[src/rtl/dmem_pkg.sv]
// Shared definitions for the vector-load controller: default geometry, FSM
// state encoding and the lane-count helper.
package dmem_pkg;

  localparam int unsigned DefS     = 32;
  localparam int unsigned DefV     = 192;
  localparam int unsigned DefLanes = DefV / DefS;
  localparam int unsigned DefSize  = 30000;

  typedef enum logic [1:0] {
    StIdle,
    StRead,
    StResp
  } vload_state_e;

  // Number of words fetched for one request.
  function automatic int unsigned lane_count(input logic is_vector, input int unsigned lanes);
    return is_vector ? lanes : 32'd1;
  endfunction

endpackage

[src/rtl/dmem_vload_ctrl_if.sv]
// Request, response and ROM signals of the vector-load controller. The
// controller is the slave; the requester/ROM side is the master.
interface dmem_vload_ctrl_if
  import dmem_pkg::*;
#(
  parameter int unsigned S = DefS,
  parameter int unsigned V = DefV
);

  logic         req_valid;
  logic         req_ready;
  logic [S-1:0] req_addr;
  logic         req_vector;

  logic         resp_valid;
  logic         resp_ready;
  logic [V-1:0] resp_data;
  logic         resp_err;

  logic [S-1:0] mem_addr;
  logic         mem_isVector;
  logic [S-1:0] mem_rd;

  modport master (
    output req_valid, req_addr, req_vector, resp_ready, mem_rd,
    input  req_ready, resp_valid, resp_data, resp_err, mem_addr, mem_isVector
  );

  modport slave (
    input  req_valid, req_addr, req_vector, resp_ready, mem_rd,
    output req_ready, resp_valid, resp_data, resp_err, mem_addr, mem_isVector
  );

endinterface

[src/rtl/vload_lane_seq.sv]
// Lane sequencer: walks the lane index once per READ cycle and decodes it into
// a one-hot write enable for the result slots.
module vload_lane_seq
  import dmem_pkg::*;
#(
  parameter int unsigned LANES = DefLanes,
  parameter int unsigned CntW  = $clog2(LANES + 1)
) (
  input  logic             clk,
  input  logic             rst,
  input  logic             start,
  input  logic             step,
  input  logic [CntW-1:0]  n,
  output logic [CntW-1:0]  idx,
  output logic             last,
  output logic [LANES-1:0] lane_we
);

  logic [CntW-1:0] idx_q;

  always_ff @(posedge clk) begin
    if (rst) begin
      idx_q <= '0;
    end else if (start) begin
      idx_q <= '0;
    end else if (step) begin
      idx_q <= last ? '0 : idx_q + CntW'(1);
    end
  end

  assign idx  = idx_q;
  assign last = step && (idx_q == n - CntW'(1));

  always_comb begin
    lane_we = '0;
    for (int unsigned k = 0; k < LANES; k++) begin
      lane_we[k] = step && (idx_q == CntW'(k));
    end
  end

endmodule

[src/rtl/dmem_vload_ctrl.sv]
// Vector/scalar load controller: reads one ROM word per cycle into a lane
// register and returns the assembled result through a valid/ready response.
module dmem_vload_ctrl
  import dmem_pkg::*;
#(
  parameter int unsigned S     = DefS,
  parameter int unsigned V     = DefV,
  parameter int unsigned LANES = V / S,
  parameter int unsigned SIZE  = DefSize
) (
  input  logic                    clk,
  input  logic                    rst,
  dmem_vload_ctrl_if.slave        bus,
  output logic                    busy
);

  localparam int unsigned CntW  = $clog2(LANES + 1);
  localparam logic [S-1:0] SizeW = S'(SIZE);

  vload_state_e    state_q;
  logic [S-1:0]    base_q;
  logic [CntW-1:0] n_q;
  logic [V-1:0]    data_q;
  logic            err_q;
  logic            req_ready_q;
  logic            resp_valid_q;
  logic            busy_q;
  logic [S-1:0]    mem_addr_q;
  logic            mem_en_q;

  logic             accept;
  logic             step;
  logic [CntW-1:0]  lane_idx;
  logic             lane_last;
  logic [LANES-1:0] lane_we;
  logic [S-1:0]     next_addr;

  assign accept    = (state_q == StIdle) && bus.req_valid;
  assign step      = (state_q == StRead);
  // Address of the following lane; wraps modulo 2^S before the range check.
  assign next_addr = base_q + S'(lane_idx) + S'(1);

  vload_lane_seq #(
    .LANES (LANES),
    .CntW  (CntW)
  ) u_lane_seq (
    .clk     (clk),
    .rst     (rst),
    .start   (accept),
    .step    (step),
    .n       (n_q),
    .idx     (lane_idx),
    .last    (lane_last),
    .lane_we (lane_we)
  );

  // mem_addr/mem_isVector are registered one lane ahead so they are valid for
  // the whole READ cycle that consumes them.
  always_ff @(posedge clk) begin
    if (rst) begin
      state_q      <= StIdle;
      base_q       <= '0;
      n_q          <= '0;
      data_q       <= '0;
      err_q        <= 1'b0;
      req_ready_q  <= 1'b1;
      resp_valid_q <= 1'b0;
      busy_q       <= 1'b0;
      mem_addr_q   <= '0;
      mem_en_q     <= 1'b0;
    end else begin
      case (state_q)
        StIdle: begin
          if (bus.req_valid) begin
            state_q     <= StRead;
            base_q      <= bus.req_addr;
            n_q         <= CntW'(lane_count(bus.req_vector, LANES));
            data_q      <= '0;
            err_q       <= 1'b0;
            req_ready_q <= 1'b0;
            busy_q      <= 1'b1;
            mem_addr_q  <= bus.req_addr;
            mem_en_q    <= (bus.req_addr < SizeW);
          end
        end
        StRead: begin
          for (int unsigned k = 0; k < LANES; k++) begin
            if (lane_we[k]) begin
              data_q[k*S +: S] <= mem_en_q ? bus.mem_rd : '0;
            end
          end
          if (!mem_en_q) begin
            err_q <= 1'b1;
          end
          if (lane_last) begin
            state_q      <= StResp;
            resp_valid_q <= 1'b1;
            mem_addr_q   <= '0;
            mem_en_q     <= 1'b0;
          end else begin
            mem_addr_q <= next_addr;
            mem_en_q   <= (next_addr < SizeW);
          end
        end
        StResp: begin
          if (bus.resp_ready) begin
            state_q      <= StIdle;
            resp_valid_q <= 1'b0;
            busy_q       <= 1'b0;
            req_ready_q  <= 1'b1;
          end
        end
        default: begin
          state_q <= StIdle;
        end
      endcase
    end
  end

  assign bus.req_ready    = req_ready_q;
  assign bus.resp_valid   = resp_valid_q;
  assign bus.resp_data    = data_q;
  assign bus.resp_err     = err_q;
  assign bus.mem_addr     = mem_addr_q;
  assign bus.mem_isVector = mem_en_q;
  assign busy             = busy_q;

endmodule

[src/flat_wrapper.sv]
// flat-port wrapper written by rule: the top's interface ports become plain ports
module dmem_vload_ctrl_flat import dmem_pkg::*;
#(
  parameter int unsigned S     = DefS,
  parameter int unsigned V     = DefV,
  parameter int unsigned LANES = V / S,
  parameter int unsigned SIZE  = DefSize
)
  (clk, rst, busy, bus_req_valid, bus_req_addr, bus_req_vector, bus_resp_ready, bus_mem_rd, bus_req_ready, bus_resp_valid, bus_resp_data, bus_resp_err, bus_mem_addr, bus_mem_isVector);
  dmem_vload_ctrl_if #(.S(S), .V(V)) bus_i ();
  input  logic clk;
  input  logic rst;
  output logic busy;
  input wire logic [$bits(bus_i.req_valid)-1:0] bus_req_valid;
  input wire logic [$bits(bus_i.req_addr)-1:0] bus_req_addr;
  input wire logic [$bits(bus_i.req_vector)-1:0] bus_req_vector;
  input wire logic [$bits(bus_i.resp_ready)-1:0] bus_resp_ready;
  input wire logic [$bits(bus_i.mem_rd)-1:0] bus_mem_rd;
  output wire logic [$bits(bus_i.req_ready)-1:0] bus_req_ready;
  output wire logic [$bits(bus_i.resp_valid)-1:0] bus_resp_valid;
  output wire logic [$bits(bus_i.resp_data)-1:0] bus_resp_data;
  output wire logic [$bits(bus_i.resp_err)-1:0] bus_resp_err;
  output wire logic [$bits(bus_i.mem_addr)-1:0] bus_mem_addr;
  output wire logic [$bits(bus_i.mem_isVector)-1:0] bus_mem_isVector;
  assign bus_i.req_valid = bus_req_valid;
  assign bus_i.req_addr = bus_req_addr;
  assign bus_i.req_vector = bus_req_vector;
  assign bus_i.resp_ready = bus_resp_ready;
  assign bus_i.mem_rd = bus_mem_rd;
  assign bus_req_ready = bus_i.req_ready;
  assign bus_resp_valid = bus_i.resp_valid;
  assign bus_resp_data = bus_i.resp_data;
  assign bus_resp_err = bus_i.resp_err;
  assign bus_mem_addr = bus_i.mem_addr;
  assign bus_mem_isVector = bus_i.mem_isVector;
  dmem_vload_ctrl #(.S(S), .V(V), .LANES(LANES), .SIZE(SIZE)) u_core (.clk(clk), .rst(rst), .bus(bus_i), .busy(busy));
endmodule
[config.mk]
export PLATFORM = sky130hd
export DESIGN_NAME = dmem_vload_ctrl_flat
export DESIGN_NICKNAME = d
export VERILOG_FILES = /design/src/rtl/dmem_pkg.sv /design/src/rtl/dmem_vload_ctrl_if.sv /design/src/rtl/vload_lane_seq.sv /design/src/rtl/dmem_vload_ctrl.sv /design/src/flat_wrapper.sv
export SDC_FILE = /design/constraint.sdc
export NUM_CORES = 1
export LEC_CHECK = 0
export ABC_CLOCK_PERIOD_IN_PS = 3860
export CAP_MARGIN = 20
export CORE_ASPECT_RATIO = 1.2
export CORE_UTILIZATION = 45
export DETAILED_ROUTE_END_ITERATION = 7
export PLACE_DENSITY = 0.72
export SLEW_MARGIN = 20
export SYNTH_ARGS = -nofsm -noshare
export SYNTH_HDL_FRONTEND = slang
export SYNTH_SLANG_ARGS = --single-unit
[constraint.sdc]
create_clock -name clk -period 3.86 [get_ports clk]
set_input_delay 0.386 -clock clk [delete_from_list [all_inputs] [get_ports clk]]
set_output_delay 0.386 -clock clk [all_outputs]
set_load 0.05 [all_outputs]
; ---- Word level (Yosys, flattened, before mapping)
; Cells that the tools add are included.
[word_totals]
ff_bits = 269
in_bits = 69
elab_cells = 97
[op_classes]
addsub = 4
n_lt_le_gt_ge = 2
eq_ne = 18
n_mux = 31
reduce_logical = 26
[ops]
columns = operator, count
row1 = one-hot mux 192 bit (2 select lines), 1
row2 = 2-to-1 mux 32 bit, 9
row3 = 2-to-1 mux 192 bit, 1
row4 = "less-than comparator 32 x 15 -> 1 bit, second input constant", 2
row5 = one-hot mux 32 bit (2 select lines), 1
row6 = "adder 32 x 1 -> 32 bit, second input constant", 1
row7 = adder 32 x 3 -> 32 bit, 1
row8 = AND reduction 3 bit, 10
row9 = "!= test 2 x 1 -> 1 bit, second input constant", 7
row10 = one-hot mux 1 bit (2 select lines), 5
row11 = logical AND 1 bit, 8
row12 = 2-to-1 mux 1 bit, 8
row13 = "equality test 3 x 2 -> 1 bit, second input constant", 2
row14 = "equality test 3 bit, second input constant", 2
row15 = 2-to-1 mux 2 bit, 3
row16 = 2-to-1 mux 3 bit, 2
row17 = "!= test 2 bit, second input constant", 3
row18 = one-hot mux 2 bit (3 select lines), 1
row19 = nonzero test 2 bit, 3
row20 = AND reduction 2 bit, 2
row21 = "adder 3 x 1 -> 3 bit, second input constant", 1
row22 = "equality test 3 x 1 -> 1 bit, second input constant", 1
row23 = equality test 3 bit, 1
row24 = zero test 3 bit, 1
row25 = other kinds (5), 5

; ---- Logic depth before layout (Yosys ltp)
; Gate-level depths: netlist of run 1.
[depth]
ltp_word = 5
ltp_mapped = 11
ltp_nobuf = 10

; ---- Modules after synthesis
; From an unflattened synthesis of run 1, not the netlist that was laid out.
[hier_totals]
cells_unflattened = 1484
area_unflattened_um2 = 11297.1
[modules_own_cells]
columns = module, instances, cells_each, area_each_um2, seq_area_each_um2
row1 = dmem_vload_ctrl, 1, 1448, 10955.5, 5305.1
row2 = vload_lane_seq, 1, 36, 341.6, 60.1

; ---- Worst setup path before layout of run 1
; Ideal clock, no wire load.
[synth_path]
path_kind = reg2reg
startpoint = register u_core.u_lane_seq.idx_q[0], in the netlist u_core.u_lane_seq.idx[0]
endpoint = register u_core.mem_en_q, in the netlist u_core.bus.mem_isVector
setup_ns = 0.084
t_arrival_ns = 2.648
required_time_ns = 3.776
path_slack_ns = 1.128
path_stages_with_launch = 11
period_less_slack_ns = 2.732
path_cell_list = dfxtp_1 inv_1 ha_1 fa_1 nor2b_4 o2111ai_4 nand3b_4 mux2i_1 o2bb2ai_1 or4_4 o31ai_2
[synth_between]
elab_chain_len = 5
[synth_rtl]
columns = element, line
row1 = start: declaration, vload_lane_seq.sv:19  ; logic [CntW-1:0] idx_q;
row2 = start signal: assignment, vload_lane_seq.sv:27  ; idx_q <= last ? '0 : idx_q + CntW'(1);
row3 = adder 32 x 3 -> 32 bit, dmem_vload_ctrl.sv:41  ; assign next_addr = base_q + S'(lane_idx) + S'(1);
row4 = adder 32 x 1 -> 32 bit, dmem_vload_ctrl.sv:41
row5 = less-than comparator 32 x 15 -> 1 bit, dmem_vload_ctrl.sv:102  ; mem_en_q <= (next_addr < SizeW);
row6 = 2-to-1 mux 1 bit *, dmem_vload_ctrl.sv:95  ; if (lane_last) begin
row7 = one-hot mux 1 bit (2 select lines) *, dmem_vload_ctrl.sv:72  ; case (state_q)
row8 = end signal: assignment, dmem_vload_ctrl.sv:83  ; mem_en_q <= (bus.req_addr < SizeW);
row9 = end signal: assignment, dmem_vload_ctrl.sv:102
row10 = end: declaration, dmem_vload_ctrl.sv:29  ; logic mem_en_q;
; Mark *: on every way between the ends. The rest lies on a longest branch, timed or not.
; A chain may end at the register's enable or synchronous reset.

; ---- Worst setup path after layout of run 1
; Ends and elaborated chain as after synthesis.

==> results of run 1 <==
-- state kept, by name, indices dropped and copies added, names as in the netlist --
| register | cells |
|---|---|
| u_core.base_q | 32 |
| u_core.bus.mem_addr | 32 |
| u_core.bus.mem_isVector | 1 |
| u_core.bus.req_ready | 1 |
| u_core.bus.resp_data | 192 |
| u_core.bus.resp_err | 1 |
| u_core.bus.resp_valid | 1 |
| u_core.busy | 1 |
| u_core.n_q | 2 |
| u_core.state_q | 2 |
| u_core.u_lane_seq.idx | 3 |
-- metrics by stage --
| stage | utilization [%] | worst slack [ns] | power, W | std cells | hold slack (ns) |
|---|---|---|---|---|---|
| 2_1_floorplan | - | 1.13 | 0.00339 | 1451 | 0.436 |
| 3_3_place_gp | 59.0 | 0.962 | 0.00365 | 1979 | 0.447 |
| 3_5_place_dp | 59.0 | 0.877 | 0.00366 | 1979 | 0.453 |
| 4_1_cts | 62.6 | 0.866 | 0.00619 | 2025 | 0.452 |
| 5_1_grt | 62.6 | 0.680 | 0.00639 | 2025 | 0.485 |
| 6_report | 62.6 | 0.876 | 0.00615 | 2025 | 0.463 |
-- metal layers --
metal / routed length, µm / up-vias / GRT usage, %
li1: - / 5237 / -
met1: 13400 / 4945 / 31.5
met2: 16300 / 383 / 46.8
met3: 3430 / 61 / 9.14
met4: 988 / 0 / 8.73
met5: 0 / - / 0
-- layout make-up --
type                       instances  area [µm²]
clock buffer                      40         795
clock inverter                     6        61.3
fill                            2213        8930
inverter                          12        45.0
multi-input combinational       1064        5170
sequential                       268        5370
tap                              320         400
timing repair buffer             315        3120
-- kinds of logic (layout without fill, tap and decap cells) --
kind of cell | after synthesis | after routing | share of synthesized area (%)
buffers and inverters | 119 | 373 | 4.24
xor gates and xnor gates | 41 | 41 | 3.29
adders and majority gates | 10 | 10 | 1.22
and+or+nand+nor | 682 | 682 | 25.6
muxes | 2 | 2 | 0.183
AOI/OAI and AO/OA | 329 | 329 | 16.3
DFF | 268 | 268 | 49.2
-- power groups by stage --
stage               Combinational [W]  Sequential (W)  Clock (W)
floorplan                    0.000350         0.00304          0
global placement             0.000706         0.00295          0
detailed placement           0.000710         0.00295          0
CTS                          0.000713         0.00289    0.00260
global route                 0.000770         0.00290    0.00272
finish                       0.000709         0.00289    0.00256
-- critical path, cell delays in order (launching register included) --
cell and delay [ns]:
dfxtp_1 0.39, inv_1 0.13, ha_1 0.25, fa_1 0.48, nor2b_4 0.19, o2111ai_4 0.19
nor2_1 0.24, nand3_1 0.10, o2bb2ai_1 0.15, or4_4 0.54, o31ai_2 0.23
-- synthesized netlist by cell type (4+ instances only) --
master	n	area, µm²
a31oi_1	4	25.0
nand2_1	146	548
ha_1	9	113
nand4_1	7	43.8
xnor2_1	24	210
dfxtp_1	268	5370
a211oi_1	7	52.6
clkbuf_1	96	360
nor3_1	10	50.1
a21oi_1	287	1440
nor2_1	458	1720
nand2b_1	6	37.5
nand3_1	13	65.1
buf_2	7	35.0
nor2b_1	4	25.0
inv_1	12	45.0
nor4_1	7	43.8
o21ai_0	8	40.0
xor2_1	17	149
-- final timing paths --
check                            from                 endpoint  slack (ns)  cells after the start
max          u_core.u_lane_seq.idx[0]  u_core.bus.mem_isVector        0.88                     10
min                  u_core.base_q[0]         u_core.base_q[0]        0.46                      2
max reg2reg  u_core.u_lane_seq.idx[0]  u_core.bus.mem_isVector        0.88                     10
min reg2reg          u_core.base_q[0]         u_core.base_q[0]        0.46                      2
==> impl_metrics.py, run 1 <==
metrics = {
    "synth": {
        "synthFlopType": "dfxtp_1",
        "async_flop_share_pct": 0,
        "syn_inst": 1451,
        "ys_ff_latch": 268,
        "synth_edf_count": 0,
        "avgSynthCellArea_um2": 7.52,
        "synth_fp_nets": 1530,
        "ys_types": 57,
        "ys_warn_count": 0,
        "synth-seq-area-share_pct": 49.2,
        "netlist_area_um2": 10900,
    },
    "place": {
        "portBuffers": 297,
        "place_area_um2": 14100,
        "place.detailed.hpwl_um": 23100,
        "gp_congestion": 0.913,
    },
    "power": {
        "pwr-share-clk_pct": 41.5,
        "power.density_nw_per_um2": 411,
        "ir_drop_mv": 0.325,
        "p_comb_share_pct": 11.5,
        "p_int_w": 0.00454,
        "p_sw_share_pct": 26.2,
        "switching_power_w": 0.00161,
        "leakage_nw": 5.48,
        "seqPwrFrac_pct": 46.9,
    },
    "floorplan": {
        "die_h_um": 173,
        "rows": 62,
        "ioPinCount": 298,
        "core-area_um2": 23900,
        "die-width_um": 144,
        "start_util_pct": 45.7,
        "fp.dieArea_um2": 24900,
    },
    "layout": {
        "finalInstanceArea_um2": 15000,
        "drive_gt1_share_pct": 4.81,
        "layout_common_cells": "nor2_1 (456), clkdlybuf4s50_1 (296), a21oi_1 (283)",
        "finalNetCount": 1767,
        "final_common_cell": "nor2_1",
        "syn_to_final_growth_pct": 37.1,
        "antenna-diode-count": 0,
    },
    "global_route": {
        "grt_use_total_pct": 27.3,
        "grt_pass1_wl_um": 54000,
        "antenna_found_initial": 0,
        "grt_pass1_vias": 10302,
        "grt_overflow": 0,
        "grt_max_degree": 136,
    },
    "worst_setup_path": {
        "crit_path_end_kind": "flip-flop",
        "crit_fanout": 7,
        "path_class": "flip-flop to flip-flop",
        "critical_path_required_ns": 4.30,
        "crit_path_start_kind": "flip-flop",
        "cp.arrival_ns": 3.43,
    },
    "sta": {
        "fmax_mhz": 335,
        "hold_viol": 0,
        "max-slew-margin-rel_pct": 40.4,
        "finalSetupViolCount": 0,
        "rsz0062_at_grt": "false",
        "min_period_ns": 2.98,
        "finalSetupTns_ns": 0,
        "worst_pin_slew_ns": 0.895,
        "maxSlewViolCount": 0,
        "skew_ns": 0.0108,
        "min_period_over_period_pct": 77.3,
    },
    "detailed_routing": {
        "drcViolationCount": 0,
        "ant_nets": 0,
        "drt_first_pass_iters": 5,
        "drt-initial-drc-count": 595,
        "routed_wl_um": 34100,
        "num_vias": 10626,
        "viasPerCell": 5.25,
        "wl_per_cell_um": 16.8,
    },
    "clock_network": {
        "cts_resized": 0,
        "postCtsHoldBufs": 0,
        "clk_latency_ns": 0.53,
        "clock_path_buffers": 3,
        "cts_buffers": 27,
        "cts_tree": "done",
        "root_buffer": "clkbuf_16",
        "post_cts_buffers": 0,
        "cts.sinks": 268,
        "htree_levels": 1,
        "clkTransAtPathRegs_ns": 0.06,
    },
    "hold_path": {
        "hold_path.class": "flip-flop to flip-flop",
    },
    "job": {
        "maxCapViolCount": 0,
    },
    "status": {
        "status": "complete, no violations",
    },
}
(Power assumes the default switching activity.)
==> run 2, diff against run 1 <==
--- a/config.mk
+++ b/config.mk
@@ -5,12 +5,12 @@
 export SDC_FILE = /design/constraint.sdc
 export NUM_CORES = 1
 export LEC_CHECK = 0
-export ABC_CLOCK_PERIOD_IN_PS = 3860
+export ABC_CLOCK_PERIOD_IN_PS = 2400
 export CAP_MARGIN = 20
 export CORE_ASPECT_RATIO = 1.2
-export CORE_UTILIZATION = 45
+export CORE_UTILIZATION = 44
 export DETAILED_ROUTE_END_ITERATION = 7
-export PLACE_DENSITY = 0.72
+export PLACE_DENSITY = 0.74
 export SLEW_MARGIN = 20
 export SYNTH_ARGS = -nofsm -noshare
 export SYNTH_HDL_FRONTEND = slang
==> constraint.sdc (replaced) <==
create_clock -name clk -period 2.4 [get_ports clk]
set_input_delay 0.24 -clock clk [delete_from_list [all_inputs] [get_ports clk]]
set_output_delay 0.24 -clock clk [all_outputs]
set_load 0.05 [all_outputs]
==> impl_metrics.py, run 2 (synthesis results as in run 1) <==
metrics = {
    "power": {
        "leakage_nw": 5.84,
        "power.density_nw_per_um2": 649,
        "ir_drop_mv": 0.500,
    },
    "layout": {
        "drive_gt1_share_pct": 8.69,
        "multi_input_area_um2": 5230,
        "instances_no_fill": 2080,
        "fillers": 2057,
        "final_common_cell": "nor2_1",
        "syn_to_final_growth_pct": 42.9,
        "largest_reg_flops": 192,
        "antenna-diode-count": 0,
        "register_area_um2": 5370,
        "layout_common_cells": "nor2_1 (454), clkdlybuf4s50_1 (296), a21oi_1 (282)",
        "finalNetCount": 1821,
    },
    "job": {
        "maxCapViolCount": 0,
    },
    "global_route": {
        "grt_max_degree": 160,
        "grt_pass1_wl_um": 56400,
        "grt_overflow": 0,
        "grt_pass1_vias": 10601,
        "grt_use_total_pct": 27.4,
        "antenna_found_initial": 0,
    },
    "floorplan": {
        "start_util_pct": 45.2,
        "rows": 62,
        "ioPinCount": 298,
        "die-width_um": 146,
        "fp.dieArea_um2": 25400,
        "die_h_um": 175,
        "core-area_um2": 24100,
    },
    "clock_network": {
        "postCtsHoldBufs": 0,
        "htree_levels": 1,
        "cts_buffers": 27,
        "clock_path_buffers": 3,
        "clk_latency_ns": 0.53,
        "cts_tree": "done",
        "cts.sinks": 268,
        "root_buffer": "clkbuf_16",
        "clkTransAtPathRegs_ns": 0.06,
    },
    "sta": {
        "worst_slack_ns": -0.0646,
        "skew_ns": 0.0116,
        "min_period_over_period_pct": 103,
        "min_period_ns": 2.46,
        "worst_pin_slew_ns": 0.704,
        "finalSetupViolCount": 1,
        "rsz0062_at_grt": "true",
        "hold_ws_ns": 0.164,
        "max-slew-margin-rel_pct": 53.0,
        "maxSlewViolCount": 0,
        "fmax_mhz": 406,
        "hold_viol": 0,
    },
    "detailed_routing": {
        "routed_wl_um": 35600,
        "wl_per_cell_um": 17.1,
        "drt-initial-drc-count": 657,
        "ant_nets": 0,
        "drcViolationCount": 0,
        "viasPerCell": 5.22,
        "drt_first_pass_iters": 5,
        "num_vias": 10855,
    },
    "worst_setup_path": {
        "crit_path_start_kind": "flip-flop",
        "crit_fanout": 7,
        "path_class": "flip-flop to flip-flop",
        "crit_path_end_kind": "flip-flop",
        "critical_path_required_ns": 2.84,
        "cp.arrival_ns": 2.91,
    },
    "place": {
        "portBuffers": 297,
        "place.detailed.hpwl_um": 24600,
        "dp_cells": 2030,
        "gp_congestion": 0.890,
    },
    "hold_path": {
        "hold_path.class": "input port to flip-flop",
    },
    "status": {
        "violations": "negative setup slack",
        "status": "finished with violations",
    },
}
-- run 2: changes by cell type in the layout (fill, tap and decap cells not counted), moves of 2 or more --
cell	before	now
buf_4	17	60
buf_12	1	11
dfxtp_1	268	265
inv_4	0	2
nor2_2	1	3
dfxtp_2	0	2
inv_1	12	10
clkbuf_1	6	4
nor2_1	456	454
-- run 2: final timing paths --
check / startpoint / endpoint / cells past startpoint / slack [ns]
worst max-delay path: u_core.u_lane_seq.idx[0] / u_core.bus.mem_isVector / 10 / -0.06
worst min-delay path: rst / u_core.bus.mem_addr[15] / 2 / 0.16
worst max register to register: u_core.u_lane_seq.idx[0] / u_core.bus.mem_isVector / 10 / -0.06
worst min register to register: u_core.base_q[2] / u_core.base_q[2] / 2 / 0.47
-- run 2: cell type report --
class	instances	share of cell area, %
well taps	320	2.57
repair buffers	369	23.5
clock buffers	38	5.05
inverters	12	0.305
clock inverters	9	0.658
multi-input cells	1064	33.5
flip-flops and latches	268	34.4
-- run 2: repair_timing --
| action | CTS | global route |
|---|---|---|
| pin swaps | 3 | 3 |
| buffers inserted | 1 | 2 |
| endpoints found under the hold margin | 0 | 0 |
| setup endpoints to repair | 3 | 4 |
| gates resized for setup | 3 | 9 |
-- run 2: per-stage QoR --
| stage | utilization [%] | power [W] | setup WS [ns] | setup TNS (ns) | cell area (µm²) |
|---|---|---|---|---|---|
| after floorplan | - | 0.00545 | -0.00728 | -0.00728 | 10900 |
| after global placement | 60.7 | 0.00597 | -0.0897 | -0.0897 | 14600 |
| after detailed placement | 60.7 | 0.00598 | -0.142 | -0.182 | 14600 |
| after CTS | 64.5 | 0.0102 | -0.0746 | -0.0746 | 15600 |
| after global routing | 64.7 | 0.0105 | -0.159 | -0.345 | 15600 |
| final | 64.7 | 0.0101 | -0.0646 | -0.0646 | 15600 |
-- run 2: worst max-delay path, cell delays in order (launching register included) --
cell and delay, ns:
dfxtp_4 0.36, inv_4 0.04, ha_4 0.15, fa_2 0.37, nor2b_4 0.17, o2111ai_4 0.23
nand3b_4 0.23, mux2i_1 0.15, o2bb2ai_1 0.10, or4_4 0.43, o31ai_2 0.17
-- run 2: layer usage --
layer  wire, µm  part of all wire, %  vias up  track usage, %
li1           -                    -     5332               -
met1      14200                   40     5051            32.3
met2      16900                   47      396            46.3
met3       3300                  9.3       76            8.69
met4       1190                  3.3        0            10.3
met5          0                    0        -               0
-- run 2: where the power goes --
group	internal [W]	switching (W)
Clock	0.00249	0.00175
Combinational	0.000451	0.000811
Sequential	0.00454	0.0000839
==> run 3, diff against run 2 <==
--- a/config.mk
+++ b/config.mk
@@ -7,10 +7,12 @@
 export LEC_CHECK = 0
 export ABC_CLOCK_PERIOD_IN_PS = 2400
 export CAP_MARGIN = 20
+export CELL_PAD_IN_SITES_DETAIL_PLACEMENT = 1
+export CELL_PAD_IN_SITES_GLOBAL_PLACEMENT = 1
 export CORE_ASPECT_RATIO = 1.2
-export CORE_UTILIZATION = 44
+export CORE_UTILIZATION = 31
 export DETAILED_ROUTE_END_ITERATION = 7
-export PLACE_DENSITY = 0.74
+export PLACE_DENSITY = 0.73
 export SLEW_MARGIN = 20
 export SYNTH_ARGS = -nofsm -noshare
 export SYNTH_HDL_FRONTEND = slang
==> impl_metrics.py, run 3 (synthesis results as in run 1) <==
metrics = {
    "hold_path": {
        "whs_endpoint": "u_core.bus.mem_addr[30]",
        "hold_depth": 2,
        "holdCritStartpoint": "rst",
        "hold_path.class": "input port to flip-flop",
    },
    "worst_setup_path": {
        "path_class": "flip-flop to flip-flop",
        "r2r-end": "u_core.bus.mem_isVector",
        "crit_path_end_kind": "flip-flop",
        "rrSetupSlack_ns": -0.1,
        "cp.arrival_ns": 2.98,
        "crit_fanout": 7,
        "crit_path_start_kind": "flip-flop",
        "reg2reg_depth": 10,
        "critical_path_required_ns": 2.88,
        "worstReg2RegStart": "u_core.u_lane_seq.idx[0]",
    },
    "layout": {
        "fillers": 4083,
        "layout_common_cells": "nor2_1 (454), clkdlybuf4s50_1 (296), a21oi_1 (282)",
        "largest_reg_flops": 192,
        "antenna-diode-count": 0,
        "finalNetCount": 1831,
        "syn_to_final_growth_pct": 46.5,
        "finalInstanceArea_um2": 16000,
        "instances_no_fill": 2232,
        "final_common_cell": "nor2_1",
        "drive_gt1_share_pct": 9.74,
    },
    "status": {
        "status": "finished with violations",
        "violations": "negative setup slack",
    },
    "floorplan": {
        "rows": 74,
        "core-area_um2": 34400,
        "die_h_um": 208,
        "die-width_um": 173,
        "fp.dieArea_um2": 36000,
        "ioPinCount": 298,
        "start_util_pct": 31.8,
    },
    "global_route": {
        "grt_pass1_vias": 11690,
        "antenna_found_initial": 1,
        "grt_pass1_wl_um": 64700,
        "grt_use_total_pct": 22.5,
        "grt_max_degree": 119,
        "grt_overflow": 0,
    },
    "sta": {
        "min_period_ns": 2.50,
        "min_period_over_period_pct": 104,
        "hold_viol": 0,
        "maxSlewViolCount": 0,
        "worst_slack_ns": -0.0990,
        "fmax_mhz": 400,
        "finalSetupViolCount": 1,
        "finalSetupTns_ns": -0.0990,
        "hold_ws_ns": 0.0995,
        "max-slew-margin-rel_pct": 55.1,
        "skew_ns": 0.0160,
        "worst_pin_slew_ns": 0.671,
        "rsz0062_at_grt": "true",
    },
    "place": {
        "place.detailed.hpwl_um": 28500,
        "portBuffers": 297,
        "place_area_um2": 14800,
        "gp_congestion": 0.909,
        "post-place-ws_ns": -0.132,
        "dp_cells": 2172,
    },
    "clock_network": {
        "clkTransAtPathRegs_ns": 0.06,
        "clk_latency_ns": 0.57,
        "clock_path_buffers": 3,
        "cts_tree": "done",
        "cts.sinks": 268,
        "root_buffer": "clkbuf_16",
        "cts_buffers": 30,
        "htree_levels": 1,
        "postCtsHoldBufs": 0,
    },
    "detailed_routing": {
        "num_vias": 10976,
        "ant_nets": 0,
        "wl_per_cell_um": 18.3,
        "drcViolationCount": 0,
        "drt-initial-drc-count": 483,
        "routed_wl_um": 40800,
        "viasPerCell": 4.92,
        "drt_first_pass_iters": 5,
    },
    "power": {
        "pwr-share-clk_pct": 44.7,
        "switching_power_w": 0.00287,
        "p_sw_share_pct": 26.8,
        "leakage_nw": 5.92,
        "ir_drop_mv": 0.558,
        "seqPwrFrac_pct": 43.3,
        "p_int_w": 0.00783,
        "power.density_nw_per_um2": 669,
        "p_comb_share_pct": 12.1,
    },
    "job": {
        "maxCapViolCount": 0,
    },
}
## run 3: metal layers
metal	routed length, µm	vias up	track usage, %
li1	-	5355	-
met1	15800	5262	24.1
met2	19900	280	40.0
met3	3700	77	8.50
met4	1320	2	7.87
met5	15	-	0
## run 3: worst max-delay path: stages, from the launching register on
cell	delay (ns)
dfxtp_4	0.36
inv_4	0.04
ha_4	0.15
fa_2	0.36
nor2b_4	0.16
o2111ai_4	0.23
nand3b_4	0.23
mux2i_2	0.20
o2bb2ai_2	0.08
or4_4	0.42
o31ai_2	0.17
## run 3: metrics by stage
stage               total power [W]  utilization, %
global placement            0.00600            43.2
detailed placement          0.00602            43.2
CTS                          0.0109            46.3
floorplan                   0.00545               -
finish                       0.0107            46.6
global route                 0.0111            46.6
## run 3: worst max path at each step
stage                             startpoint                      end  slack [ns]  depth (start not counted)
floorplan           u_core.u_lane_seq.idx[0]  u_core.bus.mem_isVector      -0.007                          9
global placement            u_core.base_q[0]  u_core.bus.mem_isVector       -0.05                         10
detailed placement  u_core.u_lane_seq.idx[2]  u_core.bus.mem_isVector       -0.13                          8
CTS                 u_core.u_lane_seq.idx[0]  u_core.bus.mem_isVector       -0.05                         10
global route        u_core.u_lane_seq.idx[0]  u_core.bus.mem_isVector       -0.19                         10
finish              u_core.u_lane_seq.idx[0]  u_core.bus.mem_isVector        -0.1                         10
## run 3: cell type report
cell class / instances / area, µm² / share of cell area (%)
inverter: 12 / 47.5 / 0.297
multi-input combinational: 1064 / 5270 / 32.9
clock inverter: 12 / 134 / 0.837
tap: 456 / 571 / 3.57
timing repair buffer: 376 / 3690 / 23.1
sequential: 268 / 5370 / 33.6
clock buffer: 44 / 905 / 5.66
## run 3: power groups by stage
stage	sequential [W]	clock [W]	combinational [W]
final	0.00463	0.00478	0.00129
after detailed placement	0.00472	0	0.00130
after floorplan	0.00489	0	0.000567
after global placement	0.00472	0	0.00128
after CTS	0.00463	0.00493	0.00130
after global routing	0.00464	0.00509	0.00140
## run 3: repair_timing
item / in CTS / in global routing
endpoints found under the hold margin: 0 / 0
buffers inserted: 2 / 2
pin swaps: 4 / 2
endpoints found under the setup margin: 1 / 4
gates resized for setup: 7 / 11
